## src/rtl/pipe_cpu_pkg.sv

```systemverilog
// Shared pipeline definitions: opcode constants, address width, the
// per-edge IF action encoding and the beq branch-offset helper.
package pipe_cpu_pkg;

    localparam int XLEN = 32;

    localparam logic [5:0]      OPC_BEQ   = 6'b000100;
    localparam logic [XLEN-1:0] NOP_INSTR = 32'h0000_0000;

    // What the fetch stage does on the coming rising edge.
    typedef enum logic [1:0] {
        ACT_FETCH    = 2'd0,
        ACT_STALL    = 2'd1,
        ACT_REDIRECT = 2'd2
    } if_act_e;

    // Sign-extended word offset of a beq immediate, in bytes.
    function automatic logic [XLEN-1:0] beq_offset(input logic [15:0] imm);
        return {{14{imm[15]}}, imm, 2'b00};
    endfunction

endpackage

```

## src/rtl/if_next_pc.sv

```systemverilog
// Combinational next-PC selection for the fetch stage.
// Priority per edge: redirect, then stall, then (predicted) sequential fetch.
// Static backward-taken prediction of beq is enabled by the macro
// IF_STAGE_BTFN_PREDICT_EN; without it the fetch path is always PC+4.
module if_next_pc
    import pipe_cpu_pkg::*;
#(
    parameter int IM_WORDS = 256
) (
    input  logic [XLEN-1:0] pc_i,
    input  logic            stall_i,
    input  logic            redirect_i,
    input  logic [XLEN-1:0] redirect_pc_i,
    input  logic [5:0]      opc_i,
    input  logic [15:0]     imm_i,
    output logic [XLEN-1:0] pc_next_o,
    output logic [XLEN-1:0] pc_plus4_o,
    output logic            in_range_o,
    output logic            pred_taken_o,
    output if_act_e         act_o
);

`ifdef IF_STAGE_BTFN_PREDICT_EN
    localparam bit BTFN_EN = 1'b1;
`else
    localparam bit BTFN_EN = 1'b0;
`endif

    localparam logic [XLEN-1:0] IM_LIMIT = XLEN'(IM_WORDS);

    // Decode the fetched word and pick the PC for the next edge.
    always_comb begin
        pc_plus4_o   = pc_i + 32'd4;
        in_range_o   = ({2'b00, pc_i[XLEN-1:2]} < IM_LIMIT);
        // Only a real (in-range) backward beq is predicted taken.
        pred_taken_o = BTFN_EN && in_range_o && (opc_i == OPC_BEQ) && imm_i[15];
        if (redirect_i) begin
            act_o     = ACT_REDIRECT;
            pc_next_o = redirect_pc_i & ~32'h0000_0003;
        end else if (stall_i) begin
            act_o     = ACT_STALL;
            pc_next_o = pc_i;
        end else begin
            act_o     = ACT_FETCH;
            pc_next_o = pred_taken_o ? (pc_plus4_o + beq_offset(imm_i)) : pc_plus4_o;
        end
    end

endmodule

```

## src/rtl/if_stage.sv

```systemverilog
// Instruction-fetch stage: PC register, IF/ID pipeline register and a
// saturating count of valid fetches. Next-PC choice lives in if_next_pc.
// Optional feature macro: IF_STAGE_BTFN_PREDICT_EN (static BTFN prediction).
module if_stage
    import pipe_cpu_pkg::*;
#(
    parameter logic [31:0] RESET_PC = 32'h0000_0000,
    parameter int          IM_WORDS = 256
) (
    input  logic        clk_i,
    input  logic        rst_i,
    input  logic        stall_i,
    input  logic        redirect_i,
    input  logic [31:0] redirect_pc_i,
    output logic [31:0] im_addr_o,
    input  logic [31:0] im_data_i,
    output logic [31:0] if_id_pc4_o,
    output logic [31:0] if_id_instr_o,
    output logic        if_id_valid_o,
    output logic        if_id_pred_o,
    output logic [31:0] fetch_cnt_o
);

    logic [XLEN-1:0] pc_q, pc_d;
    logic [XLEN-1:0] pc4_q, pc4_d;
    logic [XLEN-1:0] instr_q, instr_d;
    logic            valid_q, valid_d;
    logic            pred_q, pred_d;
    logic [XLEN-1:0] cnt_q, cnt_d;

    logic [XLEN-1:0] pc_next;
    logic [XLEN-1:0] pc_plus4;
    logic            in_range;
    logic            pred_taken;
    if_act_e         act;

    if_next_pc #(
        .IM_WORDS (IM_WORDS)
    ) u_next_pc (
        .pc_i          (pc_q),
        .stall_i       (stall_i),
        .redirect_i    (redirect_i),
        .redirect_pc_i (redirect_pc_i),
        .opc_i         (im_data_i[31:26]),
        .imm_i         (im_data_i[15:0]),
        .pc_next_o     (pc_next),
        .pc_plus4_o    (pc_plus4),
        .in_range_o    (in_range),
        .pred_taken_o  (pred_taken),
        .act_o         (act)
    );

    // Next state of PC, IF/ID and the fetch counter for the chosen action.
    always_comb begin
        pc_d    = pc_q;
        pc4_d   = pc4_q;
        instr_d = instr_q;
        valid_d = valid_q;
        pred_d  = pred_q;
        cnt_d   = cnt_q;
        case (act)
            ACT_REDIRECT: begin
                // Flush: the word at the old PC is on the wrong path.
                pc_d    = pc_next;
                pc4_d   = '0;
                instr_d = NOP_INSTR;
                valid_d = 1'b0;
                pred_d  = 1'b0;
            end
            ACT_FETCH: begin
                pc_d  = pc_next;
                pc4_d = pc_plus4;
                if (in_range) begin
                    instr_d = im_data_i;
                    valid_d = 1'b1;
                    pred_d  = pred_taken;
                    cnt_d   = (cnt_q == '1) ? cnt_q : cnt_q + 32'd1;
                end else begin
                    // Past the end of instruction memory: bubble, PC still moves.
                    instr_d = NOP_INSTR;
                    valid_d = 1'b0;
                    pred_d  = 1'b0;
                end
            end
            default: ; // stall holds everything
        endcase
    end

    // State registers with asynchronous active-low reset.
    always_ff @(posedge clk_i or negedge rst_i) begin
        if (!rst_i) begin
            pc_q    <= RESET_PC;
            pc4_q   <= '0;
            instr_q <= NOP_INSTR;
            valid_q <= 1'b0;
            pred_q  <= 1'b0;
            cnt_q   <= '0;
        end else begin
            pc_q    <= pc_d;
            pc4_q   <= pc4_d;
            instr_q <= instr_d;
            valid_q <= valid_d;
            pred_q  <= pred_d;
            cnt_q   <= cnt_d;
        end
    end

    assign im_addr_o     = pc_q;
    assign if_id_pc4_o   = pc4_q;
    assign if_id_instr_o = instr_q;
    assign if_id_valid_o = valid_q;
    assign if_id_pred_o  = pred_q;
    assign fetch_cnt_o   = cnt_q;

endmodule

```

## config.mk

```make
export PLATFORM = sky130hd
export DESIGN_NAME = if_stage
export DESIGN_NICKNAME = d
export VERILOG_FILES = /design/src/rtl/pipe_cpu_pkg.sv /design/src/rtl/if_next_pc.sv /design/src/rtl/if_stage.sv
export SDC_FILE = /design/constraint.sdc
export NUM_CORES = 1
export LEC_CHECK = 0
export BUFFER_PORTS_ARGS = -buffer_cell sky130_fd_sc_hd__buf_2
export CAP_MARGIN = 20
export CORE_AREA = 3 3 111 134
export DETAILED_ROUTE_END_ITERATION = 7
export DIE_AREA = 0 0 114 137
export PLACE_DENSITY = 0.71
export SLEW_MARGIN = 10
export SYNTH_ARGS = -nofsm -noshare
export SYNTH_HDL_FRONTEND = slang
export SYNTH_SLANG_ARGS = --single-unit
```

## constraint.sdc

```tcl
create_clock -name clk_i -period 2.7 [get_ports clk_i]
set_input_delay 0 -clock clk_i [delete_from_list [all_inputs] [get_ports clk_i]]
set_output_delay 0 -clock clk_i [all_outputs]
set_load 0.1 [all_outputs]
```

==> results of run 1 <==
==> metal layers <==
metal  vias up  share of wire
li1       2634              -
met1      2728           0.40
met2       241           0.51
met3        30          0.072
met4         0          0.019
met5         -              0
==> worst register-to-register path: stages, from the launching register on <==
cell	delay, ns
dfrtp_1	0.45
nor3_1	0.47
nand3_1	0.29
nor4_1	0.64
nand3_1	0.19
xnor2_1	0.17
==> sequential cells by signal, summed over array words and instances, names as in the netlist <==
signal / count
fetch_cnt_o: 32
if_id_instr_o: 32
if_id_pc4_o: 30
im_addr_o: 30
if_id_valid_o: 1
==> where the power goes <==
| group | internal [W] | switching, W | total, W |
|---|---|---|---|
| clock | 0.00149 | 0.000782 | 0.00227 |
| combinational | 0.000249 | 0.000832 | 0.00108 |
| sequential | 0.00195 | 0.0000991 | 0.00205 |
==> metrics by stage <==
stage	power (W)	hold WS, ns	worst slack [ns]	std cells	instance area, µm²
after global routing	0.00558	0.112	0.226	1035	8430
after floorplan	0.00285	-0.296	0.00670	618	6140
final	0.00540	0.107	0.370	1035	8430
after CTS	0.00543	0.0895	0.385	1035	8430
after global placement	0.00307	0.186	0.452	941	7220
after detailed placement	0.00309	0.195	0.402	941	7220
==> synth_stat cells, types with 2 or more instances <==
cell | n | area, µm²
a22o_1 | 32 | 280
buf_4 | 6 | 45.0
nand4_1 | 29 | 181
nor2b_1 | 3 | 18.8
mux2_2 | 2 | 22.5
nor4_1 | 9 | 56.3
clkbuf_2 | 2 | 10.0
dfrtp_1 | 125 | 3130
a311oi_1 | 2 | 17.5
o21ai_0 | 30 | 150
ha_1 | 2 | 25.0
xor2_1 | 31 | 272
and4_1 | 15 | 131
nor3_1 | 12 | 60.1
buf_1 | 4 | 15.0
and3_1 | 14 | 87.6
a211oi_1 | 16 | 120
nor2_1 | 40 | 150
a21oi_1 | 13 | 65.1
or3_1 | 2 | 12.5
clkbuf_1 | 37 | 139
buf_2 | 6 | 30.0
inv_1 | 4 | 15.0
xnor2_1 | 54 | 473
nand3_1 | 38 | 190
and2_1 | 11 | 68.8
nand2_1 | 61 | 229
==> path summary, 6_finish.rpt <==
kind / slack (ns) / start / cells after the start / to
max in group asynchronous: 1.66 / rst_i / 3 / fetch_cnt_o[27]
min in group asynchronous: 0.27 / rst_i / 2 / if_id_pc4_o[6]
hold reg to reg: 0.49 / if_id_valid_o / 1 / if_id_valid_o
setup / recovery: 0.37 / im_addr_o[28] / 5 / fetch_cnt_o[31]
setup reg to reg: 0.37 / im_addr_o[28] / 5 / fetch_cnt_o[31]
hold / removal: 0.11 / stall_i / 4 / if_id_pc4_o[4]
==> layout make-up <==
| cell class | instances | area share |
|---|---|---|
| repair buffers | 270 | 0.204 |
| well taps | 171 | 0.0254 |
| multi-input cells | 434 | 0.327 |
| inverters | 4 | 0.00178 |
| clock buffers | 23 | 0.0555 |
| flip-flops and latches | 125 | 0.372 |
| clock inverters | 8 | 0.0136 |
==> cells by family (layout without fill, tap and decap cells) <==
group | after synthesis | in the layout | synth area share
AOI/OAI and AO/OA | 96 | 96 | 0.108
xor gates and xnor gates | 85 | 85 | 0.122
adders and majority gates | 2 | 2 | 0.00409
buffers and inverters | 59 | 305 | 0.0415
DFF | 125 | 125 | 0.511
muxes | 3 | 3 | 0.00532
other | 1 | 5 | 0.000613
and+or+nand+nor | 243 | 243 | 0.208
==> run metrics, run 1 <==
Chip Width=114 µm; Avg Cell Area, Syn=9.96 µm²; DRC=0; Post-synth EDFFs=0; ys async rst share=1.00; CTS tree=built; proportion of layout cells with a drive suffix above 1=0.289; Post-CTS Hold Buffers=63; Core Region=13800 µm²; CTS root buffer=clkbuf_16; Gate Count Post-Synth=614; busiest grt layer=met2; worst-path maximum fanout=5; FP Rows=47; leakage=4.05 nW; Detailed Route Iter0 Violations=316; slowest CP cell=nor4_1; met1 usage=0.280; drt via density=5.44; routability cong.=0.883; postcts setup bufs=0; largest net degree at the start of global routing=91; most used cell, CP=nand3_1; Fillers=1106; Avg WL per Cell=17.0 µm; area occupied by multi-input gates=2760 µm²; Slew Viols, Final=0; Die ar.=15600 µm²; IO Count=198; detailed-route via count=5633; Hold Crit Class=input pin to flip-flop; MaxCap Viol Count=0; startpoint types=flip-flop; Clock Latency Late Sink=0.41 ns; Area Growth Syn to Fin=37.9%; PostCTS Resize Cnt=0; register area=3140 µm²; Hold Vio Cnt, Final=0; antenna violations before repair=0; Buf/Inv on CP=0; sequential cell area fraction in the yosys report=0.511; # clock sinks=125; relative slew slack=0.394; Die H=137 µm; Layout Nets=922; status=finished clean; Final setup viols=0; Req. time, crit path=2.99 ns; GR Layer Usage met2=0.383; GRT Util Overall=0.227; worst slew pin tran=0.909 ns; RSZ-0062 raised after global routing=no; Cell Area, Synth=6120 µm²; Final Skew=0.00748 ns; H-tree depth=4; critical path's top delay family=simple AND/OR/NAND/NOR gates; drt first pass iters=5; Tmin final=2.33 ns; most frequent cells in the layout=buf_2 (189), dfrtp_1 (117), dlygate4sd3_1 (63); ANT nets after route=0; kind of critical path=flip-flop to flip-flop; commonest register cell after synthesis=dfrtp_1; vias in the first global route=5679; first-pass GRT wire length=28.4 mm; fin crit share=0.863; peak supply drop=622 µV; Seq cells post-synth=125; CP Cell Sequence=nor3_1 -> nand3_1 -> nor4_1 -> nand3_1 -> xnor2_1; post-synth cell types=41; pwr/cell area=640 nW/µm²; drt total wl=17.6 mm; Max Clk Rate=429 MHz; GR Util met3=0.0597; CP Capture Type=flip-flop; Max Root-Sink Buffers=2; Core Util, Final=0.613; hpwl dp=11.4 mm; commonest non-fill, non-tap cell in the layout=buf_2; # diodes=0; synth warn=0; Num CTS Buffers=17; CP peak stage delay=0.64 ns; Starting Density=0.444; setup TNS=0 ns; I/O Buffers=190; Reg clk slew, reported paths=0.06 ns; Arrival @ worst endpoint=2.62 ns; gr ovfl total=0
Power figures use the tool's default switching activity.
==> inputs of run 2 (changes only) <==
Settings changed: CORE_AREA 3 3 111 134 to 3 3 116 140, DIE_AREA 0 0 114 137 to 0 0 119 143, PLACE_DENSITY 0.71 to 0.7, SYNTH_HIERARCHICAL set to 1.
==> run 2 against run 1 <==
  * Setup slack lost 0.19 ns
  * Worst hold slack lost 0.079 ns
  * Fmax shrank 7.5%
  * Die area grew 9.0%
  * Critical endpoint is now fetch_cnt_o[17]
  * Final area grew 9.0%
  * Critical path depth grew 2
  * Non-clock buffer count grew 13
  * Combinational power grew 62%
  * Critical path type unchanged
  * Synthesized cell count grew 2.8%
==> run metrics, run 2 <==
status=finished clean; IO Count=198 (unchanged); synth top area cells=dfrtp_1 (49%), a22o_1 (8.5%), xnor2_1 (7.6%); setup ws final=0.180 ns (-0.189 ns); antenna violations before repair=1 (+1); Chip Width=119 µm (+4.4%); commonest register cell after synthesis=dfrtp_1; MaxCap Viol Count=0 (unchanged); reg2reg setup slack=0.18 ns (-0.19 ns); fin crit share=0.933 (+0.0702); Clock Latency Late Sink=0.42 ns (about the same); Max Clk Rate=397 MHz (-7.5%); most used cell, CP=nand4_1; Arrival @ worst endpoint=2.82 ns (+0.20 ns); # clock sinks=130 (+4.0%); CTS tree=built; Reg clk slew, reported paths=0.06 ns (about the same); critical path's top delay family=simple AND/OR/NAND/NOR gates; ys async rst share=1.00 (unchanged); Die H=143 µm (+4.4%); first-pass GRT wire length=32.0 mm (+13%); Critical Path Start=im_addr_o[17]; Post-Place Setup Slack=0.0930 ns (-0.309 ns); CP Depth=7 (+2); drt first pass iters=5 (unchanged); drt via density=5.53 (+1.5%); Buf/Inv on CP=0 (unchanged); synthesized net count=701; CP Capture Type=flip-flop; post-synth cell types=50 (+22%); worst-path maximum fanout=8 (+3); startpoint types=flip-flop; Avg WL per Cell=18.2 µm (+7.1%); H-tree depth=4 (unchanged); ANT nets after route=0 (unchanged); Final Skew=0.00776 ns (+0.000284 ns); CTS root buffer=clkbuf_16; drt total wl=20.0 mm (+14%); I/O Buffers=195 (+2.6%); worst slew pin tran=0.798 ns (-0.110 ns); most frequent cells in the layout=buf_2 (194), dfrtp_1 (111), a22o_1 (65); relative slew slack=0.468 (+0.0735); sequential cell area fraction in the yosys report=0.486 (-0.0257); Detailed Route Iter0 Violations=353 (+12%); # diodes=0 (unchanged); CP endpoint=fetch_cnt_o[17]; Tmin final=2.52 ns (+0.189 ns); leakage=4.44 nW (+9.4%); top cells by count, synth=dfrtp_1 (130), a22o_1 (65), xnor2_1 (58), nand2_1 (51), nand3_1 (35); kind of critical path=flip-flop to flip-flop; Max Root-Sink Buffers=2 (unchanged); synth warn=6 (+6); Final setup viols=0 (unchanged); CP peak stage delay=0.54 ns (-0.10 ns); RR Endpoint=fetch_cnt_o[17]; Starting Density=0.446 (+0.00137); setup TNS=0 ns (unchanged); Req. time, crit path=3.00 ns (about the same); Area Growth Syn to Fin=37.2%; GRT Util Overall=0.235 (+0.00845); Slew Viols, Final=0 (unchanged); Hold Crit Class=input pin to flip-flop; Die ar.=17000 µm² (+9.0%); commonest non-fill, non-tap cell in the layout=buf_2; proportion of layout cells with a drive suffix above 1=0.365 (+0.0752); vias in the first global route=6192 (+9.0%); detailed-route via count=6085 (+8.0%); top cell type's share of synthesized area=0.486 (-0.0257); slowest CP cell=or4_1; FP Rows=49 (+4.3%); Cell Area, Synth=6700 µm² (+9.5%); r2r startpoint=im_addr_o[17]; Seq cells post-synth=130 (+4.0%); most common cell in the netlist=dfrtp_1; Layout Nets=954 (+3.5%); hpwl dp=13.6 mm (+19%); Synth area leader=dfrtp_1; pwr/cell area=684 nW/µm² (+6.7%); Gate Count Post-Synth=631 (+2.8%); RSZ-0062 raised after global routing=no; largest net degree at the start of global routing=98 (+7.7%); Num CTS Buffers=17 (unchanged); total power after layout=0.00628 W (+16%); DRC=0 (unchanged); Core Region=15000 µm² (+9.2%); peak supply drop=305 µV (-51%); Hold Vio Cnt, Final=0 (unchanged); routability cong.=0.939 (+6.3%); CP Cell Sequence=or4_1 -> nor4_2 -> nor3b_4 -> nand4_1 -> a21oi_4 -> nand4_1 -> xnor2_1; worst reg2reg path depth=7 (+2); gr ovfl total=0 (unchanged); Avg Cell Area, Syn=10.6 µm² (+6.5%); Post-synth EDFFs=0 (unchanged)
-- run 2: cell count changes after synthesis, sizes merged, moves of 15 or more --
| cell | change |
|---|---|
| clkbuf | -15 |
| mux2 | +31 |
| a211oi | -15 |
| a22o | +33 |
| xor2 | -19 |
-- run 2: worst min-delay path by stage --
stage          slack (ns)              start             end  cells after the start
2_1_floorplan       -0.30              rst_i  fetch_cnt_o[0]                      0
3_3_place_gp         0.15              rst_i   im_addr_o[19]                      1
3_5_place_dp         0.15              rst_i   im_addr_o[22]                      1
4_1_cts              0.02  redirect_pc_i[20]   im_addr_o[20]                      4
5_1_grt              0.05  redirect_pc_i[19]   im_addr_o[19]                      4
6_report             0.03  redirect_pc_i[19]   im_addr_o[19]                      4
-- run 2: where the power goes --
group          internal, W  switching [W]
clock              0.00144       0.000879
combinational     0.000425        0.00132
sequential         0.00208       0.000140
-- run 2: final cells by class --
cell class                      count  area [µm²]
Inverter                           12        45.0
Clock buffer                       21         470
Fill cell                        1255        5830
Tap cell                          204         255
Clock inverter                     11         128
Sequential cell                   130        3280
Multi-Input combinational cell    440        3210
Timing Repair Buffer              283        1790
-- run 2: logic make-up after synthesis --
family / Yosys count / synth area share
AND/OR/NAND/NOR: 222 / 0.191
flip-flops: 130 / 0.486
AO/OA/AOI/OAI: 110 / 0.129
XOR/XNOR: 70 / 0.0916
buffers and inverters: 61 / 0.0398
multiplexers: 35 / 0.0585
adder cells (fa/ha/maj): 2 / 0.00374
other: 1 / 0.000560
-- run 2: worst reg2reg max path, stage by stage, from the launching register on --
cell and delay (ns):
dfrtp_4 0.47, or4_1 0.54, nor4_2 0.31, nor3b_4 0.32
nand4_1 0.19, a21oi_4 0.28, nand4_1 0.15, xnor2_1 0.15
-- run 2: routing by layer --
layer | part of all wire | GRT usage | vias to the layer above
li1 | - | - | 2830
met1 | 0.39 | 0.282 | 2950
met2 | 0.51 | 0.395 | 255
met3 | 0.075 | 0.0677 | 48
met4 | 0.028 | 0.104 | 2
met5 | 0.00035 | 0 | -
-- run 2: repair_timing --
item | 4_1_cts | 5_1_grt
hold buffers | 57 | 0
hold endpoints to repair | 111 | 0
setup endpoints to repair | 0 | 10
buffers inserted | 0 | 0
resized for setup | 0 | 2
-- run 2: through the flow --
stage	hold WS [ns]	area [µm²]	std cells	utilization
floorplan	-0.296	6750	631	-
finish	0.0272	9190	1101	0.612
CTS	0.0183	9180	1101	0.611
detailed placement	0.155	8010	1012	0.533
global route	0.0513	9190	1101	0.612
global placement	0.149	8010	1012	0.533
